## config.mk

```make
export PLATFORM = sky130hd
export DESIGN_NAME = ex_operand_stage
export DESIGN_NICKNAME = d
export VERILOG_FILES = /design/src/rtl/ex_pkg.sv /design/src/rtl/ex_operand_stage_fwd_select.sv /design/src/rtl/ex_operand_stage.sv
export SDC_FILE = /design/constraint.sdc
export NUM_CORES = 1
export LEC_CHECK = 0
export CAP_MARGIN = 0
export CORE_UTILIZATION = 35
export DETAILED_ROUTE_END_ITERATION = 7
export GPL_ROUTABILITY_DRIVEN = 1
export SLEW_MARGIN = 30
export SYNTH_ARGS = -nofsm -noshare
export SYNTH_HDL_FRONTEND = slang
export SYNTH_HIERARCHICAL = 1
export SYNTH_SLANG_ARGS = --single-unit
```

## constraint.sdc

```tcl
create_clock -name clk -period 2.2 [get_ports clk]
set_input_delay 0.44 -clock clk [delete_from_list [all_inputs] [get_ports clk]]
set_output_delay 0.44 -clock clk [all_outputs]
set_load 0.01 [all_outputs]
```

## src/rtl/ex_pkg.sv

```systemverilog
// Shared definitions for the execute-operand stage: ALU opcodes and operand selects.
package ex_pkg;

  localparam logic [3:0] ALU_ADD  = 4'b0000;
  localparam logic [3:0] ALU_SUB  = 4'b0001;
  localparam logic [3:0] ALU_SLL  = 4'b0010;
  localparam logic [3:0] ALU_SLT  = 4'b0011;
  localparam logic [3:0] ALU_SLTU = 4'b0100;
  localparam logic [3:0] ALU_XOR  = 4'b0101;
  localparam logic [3:0] ALU_SRL  = 4'b0110;
  localparam logic [3:0] ALU_SRA  = 4'b0111;
  localparam logic [3:0] ALU_OR   = 4'b1000;
  localparam logic [3:0] ALU_AND  = 4'b1001;
  localparam logic [3:0] ALU_LUI  = 4'b1111;

  typedef enum logic [1:0] {
    SEL_A_RS1  = 2'b00,
    SEL_A_PC   = 2'b01,
    SEL_A_ZERO = 2'b10
  } sel_a_e;

  typedef enum logic {
    SEL_B_RS2 = 1'b0,
    SEL_B_IMM = 1'b1
  } sel_b_e;

endpackage

```

## src/rtl/ex_operand_stage_fwd_select.sv

```systemverilog
// Writeback-to-execute bypass for one source register; x0 is never bypassed.
module fwd_select
  import ex_pkg::*;
#(
  parameter int DataWidth    = 32,
  parameter int RegAddrWidth = 5
) (
  input  logic [RegAddrWidth-1:0] addr,
  input  logic [DataWidth-1:0]    rf_data,
  input  logic                    wb_valid,
  input  logic [RegAddrWidth-1:0] wb_rd_addr,
  input  logic [DataWidth-1:0]    wb_data,
  output logic [DataWidth-1:0]    data
);

  logic hit_s;

  assign hit_s = wb_valid && (wb_rd_addr != {RegAddrWidth{1'b0}}) && (wb_rd_addr == addr);

  // Select the writeback value when it targets this source register.
  always_comb begin
    data = rf_data;
    if (hit_s) begin
      data = wb_data;
    end else begin
      data = rf_data;
    end
  end

endmodule

```

## src/rtl/ex_operand_stage.sv

```systemverilog
// ID/EX one-entry stage feeding the RV32I ALU, with writeback forwarding at capture and during hold.
module ex_operand_stage
  import ex_pkg::*;
#(
  parameter int DataWidth    = 32,
  parameter int RegAddrWidth = 5
) (
  input  logic                    clk,
  input  logic                    rst_n,
  input  logic                    flush_i,
  input  logic                    id_valid,
  output logic                    id_ready,
  input  logic [DataWidth-1:0]    id_pc,
  input  logic [DataWidth-1:0]    id_rs1_data,
  input  logic [DataWidth-1:0]    id_rs2_data,
  input  logic [DataWidth-1:0]    id_imm,
  input  logic [RegAddrWidth-1:0] id_rs1_addr,
  input  logic [RegAddrWidth-1:0] id_rs2_addr,
  input  logic [RegAddrWidth-1:0] id_rd_addr,
  input  logic                    id_reg_write,
  input  logic [3:0]              id_alu_control,
  input  logic [1:0]              id_sel_a,
  input  logic                    id_sel_b,
  input  logic                    wb_valid,
  input  logic [RegAddrWidth-1:0] wb_rd_addr,
  input  logic [DataWidth-1:0]    wb_data,
  output logic                    ex_valid,
  input  logic                    ex_ready,
  output logic [DataWidth-1:0]    operand_a,
  output logic [DataWidth-1:0]    operand_b,
  output logic [3:0]              alu_control,
  output logic [RegAddrWidth-1:0] ex_rd_addr,
  output logic                    ex_reg_write,
  output logic [DataWidth-1:0]    ex_pc
);

  logic                    valid_r;
  logic [DataWidth-1:0]    rs1_r;
  logic [DataWidth-1:0]    rs2_r;
  logic [DataWidth-1:0]    pc_r;
  logic [DataWidth-1:0]    imm_r;
  logic [RegAddrWidth-1:0] rs1_addr_r;
  logic [RegAddrWidth-1:0] rs2_addr_r;
  logic [RegAddrWidth-1:0] rd_r;
  logic                    reg_write_r;
  logic [3:0]              alu_r;
  logic [1:0]              sel_a_r;
  logic                    sel_b_r;

  logic                    id_ready_s;
  logic                    capture_s;
  logic                    hold_s;
  logic [DataWidth-1:0]    cap_rs1_s;
  logic [DataWidth-1:0]    cap_rs2_s;
  logic [DataWidth-1:0]    hold_rs1_s;
  logic [DataWidth-1:0]    hold_rs2_s;
  logic [DataWidth-1:0]    operand_a_s;
  logic [DataWidth-1:0]    operand_b_s;

  assign id_ready_s = !flush_i && (!valid_r || ex_ready);
  assign capture_s  = id_valid && id_ready_s;
  // A held instruction that is not leaving this cycle keeps snooping writeback.
  assign hold_s     = valid_r && !ex_ready;

  fwd_select #(.DataWidth(DataWidth), .RegAddrWidth(RegAddrWidth)) u_cap_rs1 (
    .addr(id_rs1_addr), .rf_data(id_rs1_data), .wb_valid(wb_valid),
    .wb_rd_addr(wb_rd_addr), .wb_data(wb_data), .data(cap_rs1_s)
  );

  fwd_select #(.DataWidth(DataWidth), .RegAddrWidth(RegAddrWidth)) u_cap_rs2 (
    .addr(id_rs2_addr), .rf_data(id_rs2_data), .wb_valid(wb_valid),
    .wb_rd_addr(wb_rd_addr), .wb_data(wb_data), .data(cap_rs2_s)
  );

  fwd_select #(.DataWidth(DataWidth), .RegAddrWidth(RegAddrWidth)) u_hold_rs1 (
    .addr(rs1_addr_r), .rf_data(rs1_r), .wb_valid(wb_valid),
    .wb_rd_addr(wb_rd_addr), .wb_data(wb_data), .data(hold_rs1_s)
  );

  fwd_select #(.DataWidth(DataWidth), .RegAddrWidth(RegAddrWidth)) u_hold_rs2 (
    .addr(rs2_addr_r), .rf_data(rs2_r), .wb_valid(wb_valid),
    .wb_rd_addr(wb_rd_addr), .wb_data(wb_data), .data(hold_rs2_s)
  );

  // EMPTY/FULL occupancy; flush wins over capture and hold.
  always_ff @(posedge clk or negedge rst_n) begin
    if (!rst_n) begin
      valid_r <= 1'b0;
    end else if (flush_i) begin
      valid_r <= 1'b0;
    end else if (capture_s) begin
      valid_r <= 1'b1;
    end else if (ex_ready) begin
      valid_r <= 1'b0;
    end else begin
      valid_r <= valid_r;
    end
  end

  // Payload capture with bypass, and refresh of held sources from writeback.
  always_ff @(posedge clk or negedge rst_n) begin
    if (!rst_n) begin
      rs1_r       <= {DataWidth{1'b0}};
      rs2_r       <= {DataWidth{1'b0}};
      pc_r        <= {DataWidth{1'b0}};
      imm_r       <= {DataWidth{1'b0}};
      rs1_addr_r  <= {RegAddrWidth{1'b0}};
      rs2_addr_r  <= {RegAddrWidth{1'b0}};
      rd_r        <= {RegAddrWidth{1'b0}};
      reg_write_r <= 1'b0;
      alu_r       <= ALU_ADD;
      sel_a_r     <= SEL_A_RS1;
      sel_b_r     <= SEL_B_RS2;
    end else if (capture_s) begin
      rs1_r       <= cap_rs1_s;
      rs2_r       <= cap_rs2_s;
      pc_r        <= id_pc;
      imm_r       <= id_imm;
      rs1_addr_r  <= id_rs1_addr;
      rs2_addr_r  <= id_rs2_addr;
      rd_r        <= id_rd_addr;
      reg_write_r <= id_reg_write;
      alu_r       <= id_alu_control;
      sel_a_r     <= id_sel_a;
      sel_b_r     <= id_sel_b;
    end else if (hold_s) begin
      rs1_r <= hold_rs1_s;
      rs2_r <= hold_rs2_s;
    end else begin
      rs1_r <= rs1_r;
      rs2_r <= rs2_r;
    end
  end

  // Operand muxes work off stored state so they are valid alongside ex_valid.
  always_comb begin
    operand_a_s = rs1_r;
    operand_b_s = rs2_r;
    case (sel_a_r)
      SEL_A_RS1:  operand_a_s = rs1_r;
      SEL_A_PC:   operand_a_s = pc_r;
      SEL_A_ZERO: operand_a_s = {DataWidth{1'b0}};
      default:    operand_a_s = rs1_r;
    endcase
    case (sel_b_r)
      SEL_B_RS2: operand_b_s = rs2_r;
      SEL_B_IMM: operand_b_s = imm_r;
      default:   operand_b_s = rs2_r;
    endcase
  end

  assign id_ready     = id_ready_s;
  assign ex_valid     = valid_r;
  assign operand_a    = operand_a_s;
  assign operand_b    = operand_b_s;
  assign alu_control  = alu_r;
  assign ex_rd_addr   = rd_r;
  assign ex_reg_write = reg_write_r && valid_r;
  assign ex_pc        = pc_r;

endmodule

```

# Word level (Yosys, flattened, before mapping)

Cells that the tools add are included.
Widths: inputs -> output; s select.

Input bits: 194
Bits in registers: 152
Output and inout port bits: 108
Logic and storage cells: 52

Mux-type cells: 13
Reductions and logical operators: 20
Bitwise logic cells: 1
Eq/ne operators: 6

Operator list:

| cell               | number |
|---|---|
| $mux 32            | 8 |
| $pmux 32 s2        | 2 |
| $eq 5x5->1         | 4 |
| $logic_and 1x1->1  | 9 |
| $reduce_bool 2->1  | 3 |
| $reduce_bool 5->1  | 1 |
| $reduce_and 2->1   | 2 |
| $logic_not 1->1    | 3 |
| $mux 1             | 3 |
| $reduce_bool 3->1  | 1 |
| $eq 2x1->1 const B | 1 |
| $eq 2x2->1 const B | 1 |
| $logic_or 1x1->1   | 1 |
| $not 1->1          | 1 |

# Logic depth before layout (Yosys ltp)

Gate-level depths: netlist (run 1).

Word-level depth: 6
Gate-level depth with buffers: 7
Depth with buffers taken out: 6

# By module

The synthesis (run 1) kept the hierarchy.

Modules (own cells, without submodules):

| module           | sequential area each (um2) | area each (um2) | cells an instance | instances |
|---|---|---|---|---|
| ex_operand_stage | 3,803.6                    | 6,739.0         | 484               | 1 |
| fwd_select       | 0.0                        | 594.3           | 45                | 4 |

# Worst setup path before layout (run 1)

OpenSTA, ideal clock, no wires.

Path kind: input -> register
Start point: input wb_rd_addr[0]
End point: register rs2_r[10]
Required time: 2,074 ps
Library setup time: 126 ps
Stages: 7
Data arrival time: 1,907 ps
Path buffers: 1
Slack: 167 ps
Cells stage by stage: xnor2_1 -> nand3_1 -> a211oi_4 -> buf_6 -> mux2_4 -> and2_1 -> a221o_1

Word-level cells in the longest chain between the ends: 5
Elaborated cells between the ends (all ways): 10
Classes of those cells: eq/ne: 2; mux: 2; reduce/logical: 6

RTL lines:

| element                                             | RTL line                          | RTL |
|---|---|---|
| start: declaration                                  | ex_operand_stage.sv:25            | `input logic [RegAddrWidth-1:0] wb_rd_addr,` |
| $reduce_bool 5->1                                   | ex_operand_stage_fwd_select.sv:18 | `assign hit_s = wb_valid && (wb_rd_addr != {RegAddrWidth{1'b0}}) && (wb_rd_addr == addr);` |
| $logic_and 1x1->1 (2 in series)                     | ex_operand_stage_fwd_select.sv:18 |  |
| $mux 32 / $reduce_bool 2->1 (equally long branches) | -                                 |  |
| $mux 32 / $reduce_and 2->1 (equally long branches)  | -                                 |  |
| end signal: assignment                              | ex_operand_stage.sv:116           | `rs2_r <= cap_rs2_s;` |
| end signal: assignment                              | ex_operand_stage.sv:128           | `rs2_r <= hold_rs2_s;` |
| end signal: assignment                              | ex_operand_stage.sv:131           | `rs2_r <= rs2_r;` |
| end: declaration                                    | ex_operand_stage.sv:39            | `logic [DataWidth-1:0] rs2_r;` |

Parallel ways exist; a longest one is shown, timed or not.
A chain may end at the register's enable or synchronous reset.

# Worst setup path in the final report (run 1)

Start point: register rs2_addr_r[2]
End point: register rs2_r[9]

Word-level cells in the longest chain between the ends: 4

RTL lines:

| element                            | RTL line                          | RTL |
|---|---|---|
| start: declaration                 | ex_operand_stage.sv:43            | `logic [RegAddrWidth-1:0] rs2_addr_r;` |
| start signal: assignment           | ex_operand_stage.sv:108           | `rs2_addr_r <= {RegAddrWidth{1'b0}};` |
| start signal: assignment           | ex_operand_stage.sv:120           | `rs2_addr_r <= id_rs2_addr;` |
| $eq 5x5->1                         | ex_operand_stage_fwd_select.sv:18 |  |
| $logic_and 1x1->1                  | ex_operand_stage_fwd_select.sv:18 |  |
| $reduce_bool 2->1 (no source line) | -                                 |  |
| $reduce_and 2->1 (no source line)  | -                                 |  |
| end signal: assignment             | ex_operand_stage.sv:104           | `rs2_r <= {DataWidth{1'b0}};` |
| end signal: assignment             | ex_operand_stage.sv:116           |  |
| end signal: assignment             | ex_operand_stage.sv:128           |  |

Every way passes these cells.

==> results.txt, run 1 <==
----------------------------------------------------
[Clocking]
  Skew-Pair Late Insertion Delay ... 430 ps
  Clock transition at path regs ... 70 ps
  H-tree depth reported by CTS ... 4
  Count of clock tree sinks ... 152
  Worst-case clock buffer depth ... 2
  Clock tree from TritonCTS ... done
  Root buf cell ... clkbuf_16
  TritonCTS buffer count ... 17

[Setup path]
  Crit Path Max Fanout ... 5
  Dominant delay contributor by cell family on the critical path ... compound AO/OA/AOI/OAI gates
  Arr. time, crit path ... 2570 ps
  Crit. End Element ... register
  Required time at the worst-slack endpoint ... 2500 ps
  Worst path buffer plus inverter count ... 4
  Crit path cell chain ... buf_6, o41ai_4, a211oi_4, buf_6, buf_12, buf_12, mux2_4, and2_4, a221o_1
  Nature of the critical path startpoint ... register
  Crit path kind ... register to register
  Slowest library cell on the worst path ... dfrtp_1
  Worst path max stage delay ... 400 ps

[Status]
  Violations in the final reports ... setup timing
  Result of the run ... finished with violations

[Global routing]
  Maximum number of pins on one net before global-route repair ... 79
  GR Overflow Total ... 0
  Number of global-route vias before repair ... 7378
  Antenna violations before repair ... 0
  GRT Resource Usage Total ... 0.221
  Wire length of the first global-routing pass ... 44400 um

[Placed design]
  DP Wirelength ... 19200 um
  Count of input and output buffers ... 301
  Routability Congestion ... 0.743

[Synthesis]
  Most frequently used cell type in the post-synthesis netlist ... dfrtp_1
  Area leader, netlist ... dfrtp_1
  Synth Area per Inst ... 13.7 um^2
  Synthesized netlist net count ... 859
  FFs w/ async S/R, synth ... 1.00
  Top area cells in the synthesized netlist ... dfrtp_1 42%, mux2_4 20%, mux2_2 12%
  Seq/Total Area, Yosys ... 0.417
  Cell variety after synth ... 25
  Netlist area before placement ... 9120 um^2
  Post-synth top area share ... 0.417
  Synth warnings ... 6
  Number of flops mapped to enable cells by yosys ... 0
  Top flip-flop cell by instance count after synthesis ... dfrtp_1
  Most numerous cell types in the synthesized netlist ... 152 x dfrtp_1, 120 x mux2_4, 101 x mux2_2
  Flip-flop and latch count after synthesis ... 152
  Post-Syn Instances ... 664

[Finish]
  Area growth syn-to-layout ... 55.4%
  Share of cells above drive strength 1 ... 0.417
  Number of nets in the layout ... 1209
  Finished Core Util ... 0.558
  Ant diodes ... 0

[Routing]
  Antenna Nets Post-Route ... 0
  Drc violations ... 0
  Detailed-routing iteration count for the pre-antenna-repair pass ... 6
  Initial DRC count ... 297
  Total length of routed wires ... 28700 um
  Vias per std cell ... 5.09
  Vias ... 6906
  Routed wire per std cell ... 21.2 um

[Die]
  Core Footprint ... 25400 um^2
  Die boundary height ... 163 um
  I/O pin cnt ... 302
  Overall die width ... 163 um
  DIE AREA ... 26700 um^2
  Initial standard-cell utilization of the core ... 0.359
  Number of placement rows ... 58

[Timing]
  Post-route minimum period ... 2270 ps
  Maximum clock skew at final layout ... 13.1 ps
  Worst setup slack after layout ... -72.2 ps
  Max Fclk ... 440 MHz
  Final setup viols ... 64
  Rel. slew slack ... 0.682
  Transition time of the tightest slew-check pin ... 477 ps
  Number of max-slew violations in the final report ... 0
  Setup repair after global routing missed its margin ... yes
  Final clock period utilization by the worst path ... 1.03
  Hold violation total from the final report ... 0

[Pwr]
  Leak pwr ... 6.06 nW
  Ratio of total power to cell area ... 728 nW/um^2
  Overall power consumption ... 10.3 mW
  VDD IR-drop max ... 0.000363 V

[Hold path]
  Type of the worst min-delay path ... input port to asynchronous set/reset pin

[Job]
  Number of max-cap violations ... 0

----------------------------------------------------
cells in the final DEF, fill, tap and decap left out, types with 2 or more instances in the layout:
cell / n
clkdlybuf4s50_1: 229
buf_8: 3
nand3_2: 3
nor2_1: 6
bufinv_16: 3
buf_6: 20
clkinvlp_4: 3
clkdlybuf4s15_2: 3
clkdlybuf4s15_1: 4
nand2_1: 9
mux2_2: 99
inv_6: 4
o41ai_4: 3
buf_2: 25
a22o_1: 31
mux2_4: 122
a221o_1: 64
xnor2_1: 10
buf_16: 10
clkinv_4: 2
a211oi_4: 4
dlygate4sd2_1: 35
clkbuf_16: 18
and2_1: 29
dfrtp_1: 151
and2_4: 36
xnor2_2: 6
buf_12: 30
mux2_1: 26
buf_4: 23
power breakdown:
| group | switching (mW) | total (mW) | internal [mW] |
|---|---|---|---|
| Sequential | 0.403 | 3.68 | 3.28 |
| Clock | 1.29 | 3.09 | 1.80 |
| Combinational | 1.33 | 3.54 | 2.21 |
| Total | 3.02 | 10.3 | 7.29 |
per-stage QoR:
stage | setup WS, ps | std cells | hold slack [ps] | cell area, um^2 | TNS [ps]
floorplan | 167 | 664 | 144 | 9120 | 0
global placement | -590 | 1290 | 483 | 12900 | -36800
detailed placement | -630 | 1290 | 489 | 12900 | -38920
CTS | -153 | 1354 | 21.0 | 14100 | -3110
global route | -155 | 1356 | 25.6 | 14200 | -7980
finish | -72.2 | 1356 | 5.80 | 14200 | -1910
final timing paths:
| path | from | to | slack [ps] | cells past startpoint |
|---|---|---|---|---|
| max in group asynchronous | rst_n | rs1_addr_r[1]$_DFFE_PN0P_ | 1780 | 2 |
| min in group clk | imm_r[3]$_DFFE_PN0P_ | imm_r[3]$_DFFE_PN0P_ | 500 | 1 |
| hold reg to reg | imm_r[3]$_DFFE_PN0P_ | imm_r[3]$_DFFE_PN0P_ | 500 | 1 |
| hold / removal | rst_n | ex_pc[5]$_DFFE_PN0P_ | 6 | 2 |
| setup / recovery | rs2_addr_r[2]$_DFFE_PN0P_ | rs2_r[9]$_DFFE_PN0P_ | -70 | 9 |
| setup reg to reg | rs2_addr_r[2]$_DFFE_PN0P_ | rs2_r[9]$_DFFE_PN0P_ | -70 | 9 |
sequential cells by signal, summed over array words and instances (netlist names):
name	flops
rs2_addr_r	5
imm_r	32
ex_rd_addr	5
ex_valid	1
reg_write_r	1
sel_a_r	2
rs2_r	32
rs1_r	32
ex_pc	32
sel_b_r	1
rs1_addr_r	5
alu_control	4
per-layer routing:
| layer | track usage | vias up | share of wire |
|---|---|---|---|
| met3 | 0.0462 | 18 | 0.063 |
| li1 | - | 3224 | - |
| met5 | 0 | - | 0 |
| met4 | 0.0514 | 0 | 0.010 |
| met2 | 0.365 | 229 | 0.48 |
| met1 | 0.294 | 3435 | 0.44 |
repair_timing:
item	4_1_cts	5_1_grt
hold buffers	0	0
gates cloned	11	1
buffers inserted	26	6
gates resized for setup	242	21
endpoints found under the setup margin	129	96
pin swaps	18	13
cell type report:
class / count / area [um^2]
inverter: 2 / 7.51
fill: 2168 / 11200
sequential: 152 / 3800
tap: 330 / 413
clock buffer: 18 / 429
timing repair buffer: 383 / 4140
clock inverter: 13 / 170
multi-input combinational: 458 / 5200
kinds of logic (layout without fill, tap and decap cells):
family          Yosys count  in the layout  synth area share
buf+inv                  54            416            0.0364
simple gates             89             89            0.0576
fa+ha+maj                 1              1           0.00137
flops                   152            152             0.417
xor+xnor                 16             16            0.0154
mux                     247            247             0.355
compound gates          105            105             0.117
Power figures use the tool's default switching activity.
==> run 2, diff against run 1 <==
ABC_CLOCK_PERIOD_IN_PS = 2200   (was default)
CORE_MARGIN = 2   (was default)
==> run 2 against run 1 <==
Compared with the run above: the run still ends with setup timing left; count of clock-buffer cells in the layout is the same; critical endpoint is now operand_a[15]; largest cell class unchanged; global-route usage shrank 1.2 points; critical path depth shrank 2; via count grew 1.7%.
==> results.txt, run 2 (same netlist as run 1, synthesis figures left out) <==
----------------------------------------------------
[Die]
  Overall die width ... 165 um
  DIE AREA ... 27400 um^2
  Initial standard-cell utilization of the core ... 0.353
  Core Footprint ... 25800 um^2
  Number of placement rows ... 59
  I/O pin cnt ... 302
  Die boundary height ... 165 um

[Pwr]
  Ratio of total power to cell area ... 739 nW/um^2
  Leak pwr ... 6.00 nW
  VDD IR-drop max ... 0.000418 V
  Overall power consumption ... 10.3 mW

[Finish]
  Number of nets in the layout ... 1207
  Fill cells ... 2239
  Share of cells above drive strength 1 ... 0.402
  Most common cell after layout, fill and taps aside ... clkdlybuf4s50_1
  FF/Latch Area ... 3800 um^2
  Area growth syn-to-layout ... 53.5%
  Number of standard cells in the final layout excluding fillers ... 1361
  Combined area of the multi-input logic cells ... 5130 um^2
  Commonest cells after routing, fill and taps aside ... 224 x clkdlybuf4s50_1, 151 x dfrtp_1, 122 x mux2_4, 99 x mux2_2, 64 x a221o_1

[Setup path]
  Required time at the worst-slack endpoint ... 1760 ps
  Endpoint of the worst register-to-register path ... rs1_r[20]$_DFFE_PN0P_
  Logic depth of the worst register-to-register path ... 8
  Crit Path Max Fanout ... 6
  Reg-to-reg slack, setup ... 40 ps
  Crit. End Element ... output pin
  Arr. time, crit path ... 1880 ps
  Crit path kind ... register to output pin
  Worst reg2reg startpoint ... rs1_addr_r[4]$_DFFE_PN0P_
  Nature of the critical path startpoint ... register

[Timing]
  Post-route minimum period ... 2320 ps
  Final setup viols ... 24
  Maximum clock skew at final layout ... 11.3 ps
  Final-layout setup total negative slack ... -968 ps
  Hold violation total from the final report ... 0
  Setup repair after global routing missed its margin ... yes
  Rel. slew slack ... 0.690
  Worst setup slack after layout ... -117 ps
  Max Fclk ... 432 MHz
  Number of max-slew violations in the final report ... 0
  Transition time of the tightest slew-check pin ... 464 ps
  Worst hold-check slack ... 314 ps
  Final clock period utilization by the worst path ... 1.05

[Clocking]
  Count of clock tree sinks ... 152
  TritonCTS buffer count ... 17
  Root buf cell ... clkbuf_16
  H-tree depth reported by CTS ... 4
  Skew-Pair Late Insertion Delay ... 420 ps
  Clock tree from TritonCTS ... done
  Clock transition at path regs ... 70 ps
  Worst-case clock buffer depth ... 2

[Global routing]
  GRT Resource Usage Total ... 0.209
  Maximum number of pins on one net before global-route repair ... 64
  Number of global-route vias before repair ... 7234
  GR Overflow Total ... 0
  Wire length of the first global-routing pass ... 43000 um
  Antenna violations before repair ... 2

[Placed design]
  Count of input and output buffers ... 301
  DP Wirelength ... 19300 um
  Cells after DPL ... 1295
  Routability Congestion ... 0.771

[Routing]
  Total length of routed wires ... 29900 um
  Routed wire per std cell ... 22.0 um
  Drc violations ... 0
  Vias per std cell ... 5.16
  Vias ... 7023
  Antenna Nets Post-Route ... 0
  Detailed-routing iteration count for the pre-antenna-repair pass ... 4
  Initial DRC count ... 293

[Hold path]
  End of the worst hold path ... rs2_addr_r[0]$_DFFE_PN0P_
  Launch instance of the worst min-delay path ... id_rs2_addr[0]
  Cell depth of the worst hold path ... 2
  Type of the worst min-delay path ... input port to register

[Job]
  Number of max-cap violations ... 0

[Status]
  Violations in the final reports ... setup timing
  Result of the run ... finished with violations

----------------------------------------------------
## run 2: worst max path at each step
stage | slack [ps] | from | cells past startpoint | endpoint
5_1_grt | -170 | sel_a_r[0]$_DFFE_PN0P_ | 7 | operand_a[15]
6_report | -120 | sel_a_r[0]$_DFFE_PN0P_ | 7 | operand_a[15]
4_1_cts | -180 | sel_a_r[0]$_DFFE_PN0P_ | 7 | operand_a[4]
3_5_place_dp | -640 | wb_rd_addr[0] | 9 | rs2_r[29]$_DFFE_PN0P_
3_3_place_gp | -610 | wb_rd_addr[0] | 8 | rs2_r[0]$_DFFE_PN0P_
2_1_floorplan | 170 | wb_rd_addr[0] | 7 | rs2_r[10]$_DFFE_PN0P_
## run 2: critical path: stages (launching register included)
cell,delay (ps)
dfrtp_1,420
ha_4,300
nor2b_4,50
buf_12,120
buf_12,130
buf_12,120
a22o_1,180
buf_6,120
## run 2: final cells by class
cell class,count,area share
diodes,1,0.000179
clock buffers,18,0.0314
clock inverters,14,0.0101
inverters,2,0.000536
multi-input cells,458,0.366
flip-flops and latches,152,0.272
well taps,335,0.0299
repair buffers,381,0.290
## run 2: timing repair
item                       CTS  global route
hold endpoints to repair    40             0
buffers inserted            18             7
setup endpoints to repair  129           104
hold buffers                 1             0
gates cloned                 6             6
pin swaps                   14            15
gates resized for setup    204            69
## run 2: layer usage
metal / GRT usage / vias to the layer above / share of wire
met5: 0 / - / 0.00043
met4: 0.0525 / 2 / 0.013
met3: 0.0527 / 25 / 0.071
met2: 0.338 / 229 / 0.48
met1: 0.281 / 3558 / 0.44
li1: - / 3209 / -
## run 2: power breakdown
group          switching, mW  internal [mW]  leakage [nW]
sequential             0.400           3.28          1.84
combinational           1.40           2.31          3.88
clock                   1.33           1.62         0.282
total                   3.13           7.21          6.00
## run 2: per-stage QoR
step / util / instance area (um^2) / setup slack [ps]
after global placement: 0.499 / 12900 / -610
after global routing: 0.542 / 14000 / -173
after floorplan: - / 9120 / 167
final: 0.542 / 14000 / -117
after CTS: 0.531 / 13700 / -178
after detailed placement: 0.499 / 12900 / -636
==> run 3, diff against run 2 <==
CORE_MARGIN = default   (was 2)
CORE_UTILIZATION = 45   (was 35)
PLACE_DENSITY = 0.79   (was default)
==> run 3 against run 2 <==
Compared with the run above: the run still ends with setup timing left; routed wire length rose by 0.50%; final cell count fell by 4.4%; total power fell by 0.36%; first-iteration DRC count rose by 22%; global-route usage rose by 7.4 points; critical path depth did not move; sequential cell count did not move; core utilization rose by 17 points; clock skew barely moved; setup slack improved by 52 ps; non-clock buffer count rose by 10; worst hold slack improved by 90 ps.
==> results.txt, run 3 (same netlist as run 1, synthesis figures left out) <==
----------------------------------------------------
[Pwr]
  Fraction of power consumed by sequential logic ... 0.359
  Overall power consumption ... 10.3 mW
  Net switching power of the design ... 3.11 mW
  Sw Ratio ... 0.302
  Combinational share of power ... 0.356
  VDD IR-drop max ... 0.000566 V
  Ratio of total power to cell area ... 738 nW/um^2
  Leak pwr ... 6.10 nW
  Clock share of power ... 0.285
  Pint ... 7.19 mW

[Routing]
  Post-route met1 wirelength ... 12000 um
  Highest routing layer actually used ... met4
  Detailed-routing iteration count for the pre-antenna-repair pass ... 6
  Total met2 wirelength after detailed routing ... 15100 um
  Drc violations ... 0
  Antenna Nets Post-Route ... 0
  Routed wire per std cell ... 23.1 um
  Total met3 wirelength after detailed routing ... 2200 um
  Vias per std cell ... 5.61
  Vias ... 7299
  Initial DRC count ... 358
  Total length of routed wires ... 30100 um

[Finish]
  Commonest cells after routing, fill and taps aside ... 223 x clkdlybuf4s50_1, 150 x dfrtp_1, 125 x mux2_4, 96 x mux2_2, 64 x a221o_1
  Area growth syn-to-layout ... 53.2%
  Combined area of the multi-input logic cells ... 5210 um^2
  FF/Latch Area ... 3810 um^2
  Fill cells ... 1381
  Share of cells above drive strength 1 ... 0.428
  Most common cell after layout, fill and taps aside ... clkdlybuf4s50_1
  Number of nets in the layout ... 1217

[Setup path]
  Crit Path Max Fanout ... 6
  Arr. time, crit path ... 1830 ps
  Nature of the critical path startpoint ... register
  Crit path kind ... register to output pin
  Required time at the worst-slack endpoint ... 1760 ps
  Crit. End Element ... output pin

[Timing]
  Final setup viols ... 30
  Hold violation total from the final report ... 0
  Worst setup slack after layout ... -65.3 ps
  Rel. slew slack ... 0.639
  Setup repair after global routing missed its margin ... yes
  Number of max-slew violations in the final report ... 0
  Max Fclk ... 441 MHz
  Maximum clock skew at final layout ... 11.2 ps
  Post-route minimum period ... 2270 ps
  Final clock period utilization by the worst path ... 1.03
  Transition time of the tightest slew-check pin ... 542 ps

[Die]
  I/O pin cnt ... 302
  Number of placement rows ... 51
  Die boundary height ... 144 um
  Initial standard-cell utilization of the core ... 0.464
  Core Footprint ... 19700 um^2
  DIE AREA ... 20800 um^2
  Overall die width ... 144 um

[Placed design]
  DP Wirelength ... 18600 um
  Count of input and output buffers ... 301
  Post-place setup slack ... -630 ps
  Routability Congestion ... 0.783

[Global routing]
  Number of global-route vias before repair ... 7606
  Wire length of the first global-routing pass ... 43300 um
  Antenna violations before repair ... 1
  Maximum number of pins on one net before global-route repair ... 52
  GR Overflow Total ... 0
  GRT Resource Usage Total ... 0.283

[Status]
  Violations in the final reports ... setup timing
  Result of the run ... finished with violations

[Clocking]
  H-tree depth reported by CTS ... 4
  Clock tree from TritonCTS ... done
  Count of clock tree sinks ... 152
  TritonCTS buffer count ... 17
  Clock transition at path regs ... 60 ps
  Worst-case clock buffer depth ... 2
  Root buf cell ... clkbuf_16
  Skew-Pair Late Insertion Delay ... 440 ps

[Hold path]
  Type of the worst min-delay path ... input port to register

[Job]
  Number of max-cap violations ... 0

----------------------------------------------------
-- run 3: cell types whose count changed in the layout (fill, tap and decap cells not counted), moves of 5 or more --
cell,before,now
xnor2_1,14,8
xnor2_2,2,7
buf_2,27,55
buf_4,32,39
buf_12,30,18
clkbuf_2,7,0
clkdlybuf4s15_1,16,3
buf_16,3,9
-- run 3: layout make-up --
type                    count  area share
inverters                   2    0.000537
multi-input cells         458       0.373
repair buffers            391       0.288
well taps                 265      0.0237
diodes                      1    0.000179
flip-flops and latches    152       0.272
clock inverters            12     0.00842
clock buffers              20      0.0334
-- run 3: worst max-delay path: stages, from the launching register on --
cell	delay, ps
dfrtp_1	390
inv_2	70
ha_4	210
nor2b_4	150
buf_6	170
buf_16	140
a22o_1	120
buf_2	120
-- run 3: worst paths after layout --
kind / startpoint / to / slack [ps] / cells after the start
max in group asynchronous: rst_n / ex_pc[4]$_DFFE_PN0P_ / 1030 / 3
min in group asynchronous: rst_n / ex_pc[24]$_DFFE_PN0P_ / 540 / 2
max: sel_a_r[1]$_DFFE_PN0P_ / operand_a[20] / -70 / 7
min reg2reg: imm_r[24]$_DFFE_PN0P_ / imm_r[24]$_DFFE_PN0P_ / 500 / 1
max reg2reg: rs2_addr_r[2]$_DFFE_PN0P_ / rs2_r[15]$_DFFE_PN0P_ / -30 / 8
min: id_rs1_addr[0] / rs1_addr_r[0]$_DFFE_PN0P_ / 400 / 3
-- run 3: through the flow --
| step | cells | cell area (um^2) | TNS [ps] | util | hold WS [ps] |
|---|---|---|---|---|---|
| after global routing | 1300 | 14000 | -5180 | 0.711 | 414 |
| final | 1301 | 14000 | -958 | 0.711 | 405 |
| after global placement | 1230 | 12800 | -39210 | 0.649 | 444 |
| after detailed placement | 1230 | 12800 | -42610 | 0.649 | 439 |
| after CTS | 1292 | 13700 | -2720 | 0.695 | 505 |
| after floorplan | 664 | 9120 | 0 | - | 144 |
-- run 3: routing by layer --
metal | up-vias | global-route usage
met5 | - | 0
met4 | 0 | 0.104
met3 | 55 | 0.0742
met2 | 307 | 0.491
met1 | 3695 | 0.334
li1 | 3242 | -
-- run 3: repair_timing --
item,CTS,global route
endpoints found under the hold margin,45,0
setup buffers,22,4
gates resized for setup,261,60
pin swaps,11,14
cloned,9,7
setup endpoints to repair,129,104
hold buffers,1,0
-- run 3: power groups by stage --
stage | Sequential, mW | Combinational, mW | Clock [mW]
floorplan | 3.65 | 1.73 | 0
global placement | 3.70 | 3.49 | 0
detailed placement | 3.72 | 3.55 | 0
CTS | 3.69 | 3.60 | 2.97
global route | 3.76 | 3.89 | 3.09
finish | 3.70 | 3.67 | 2.93
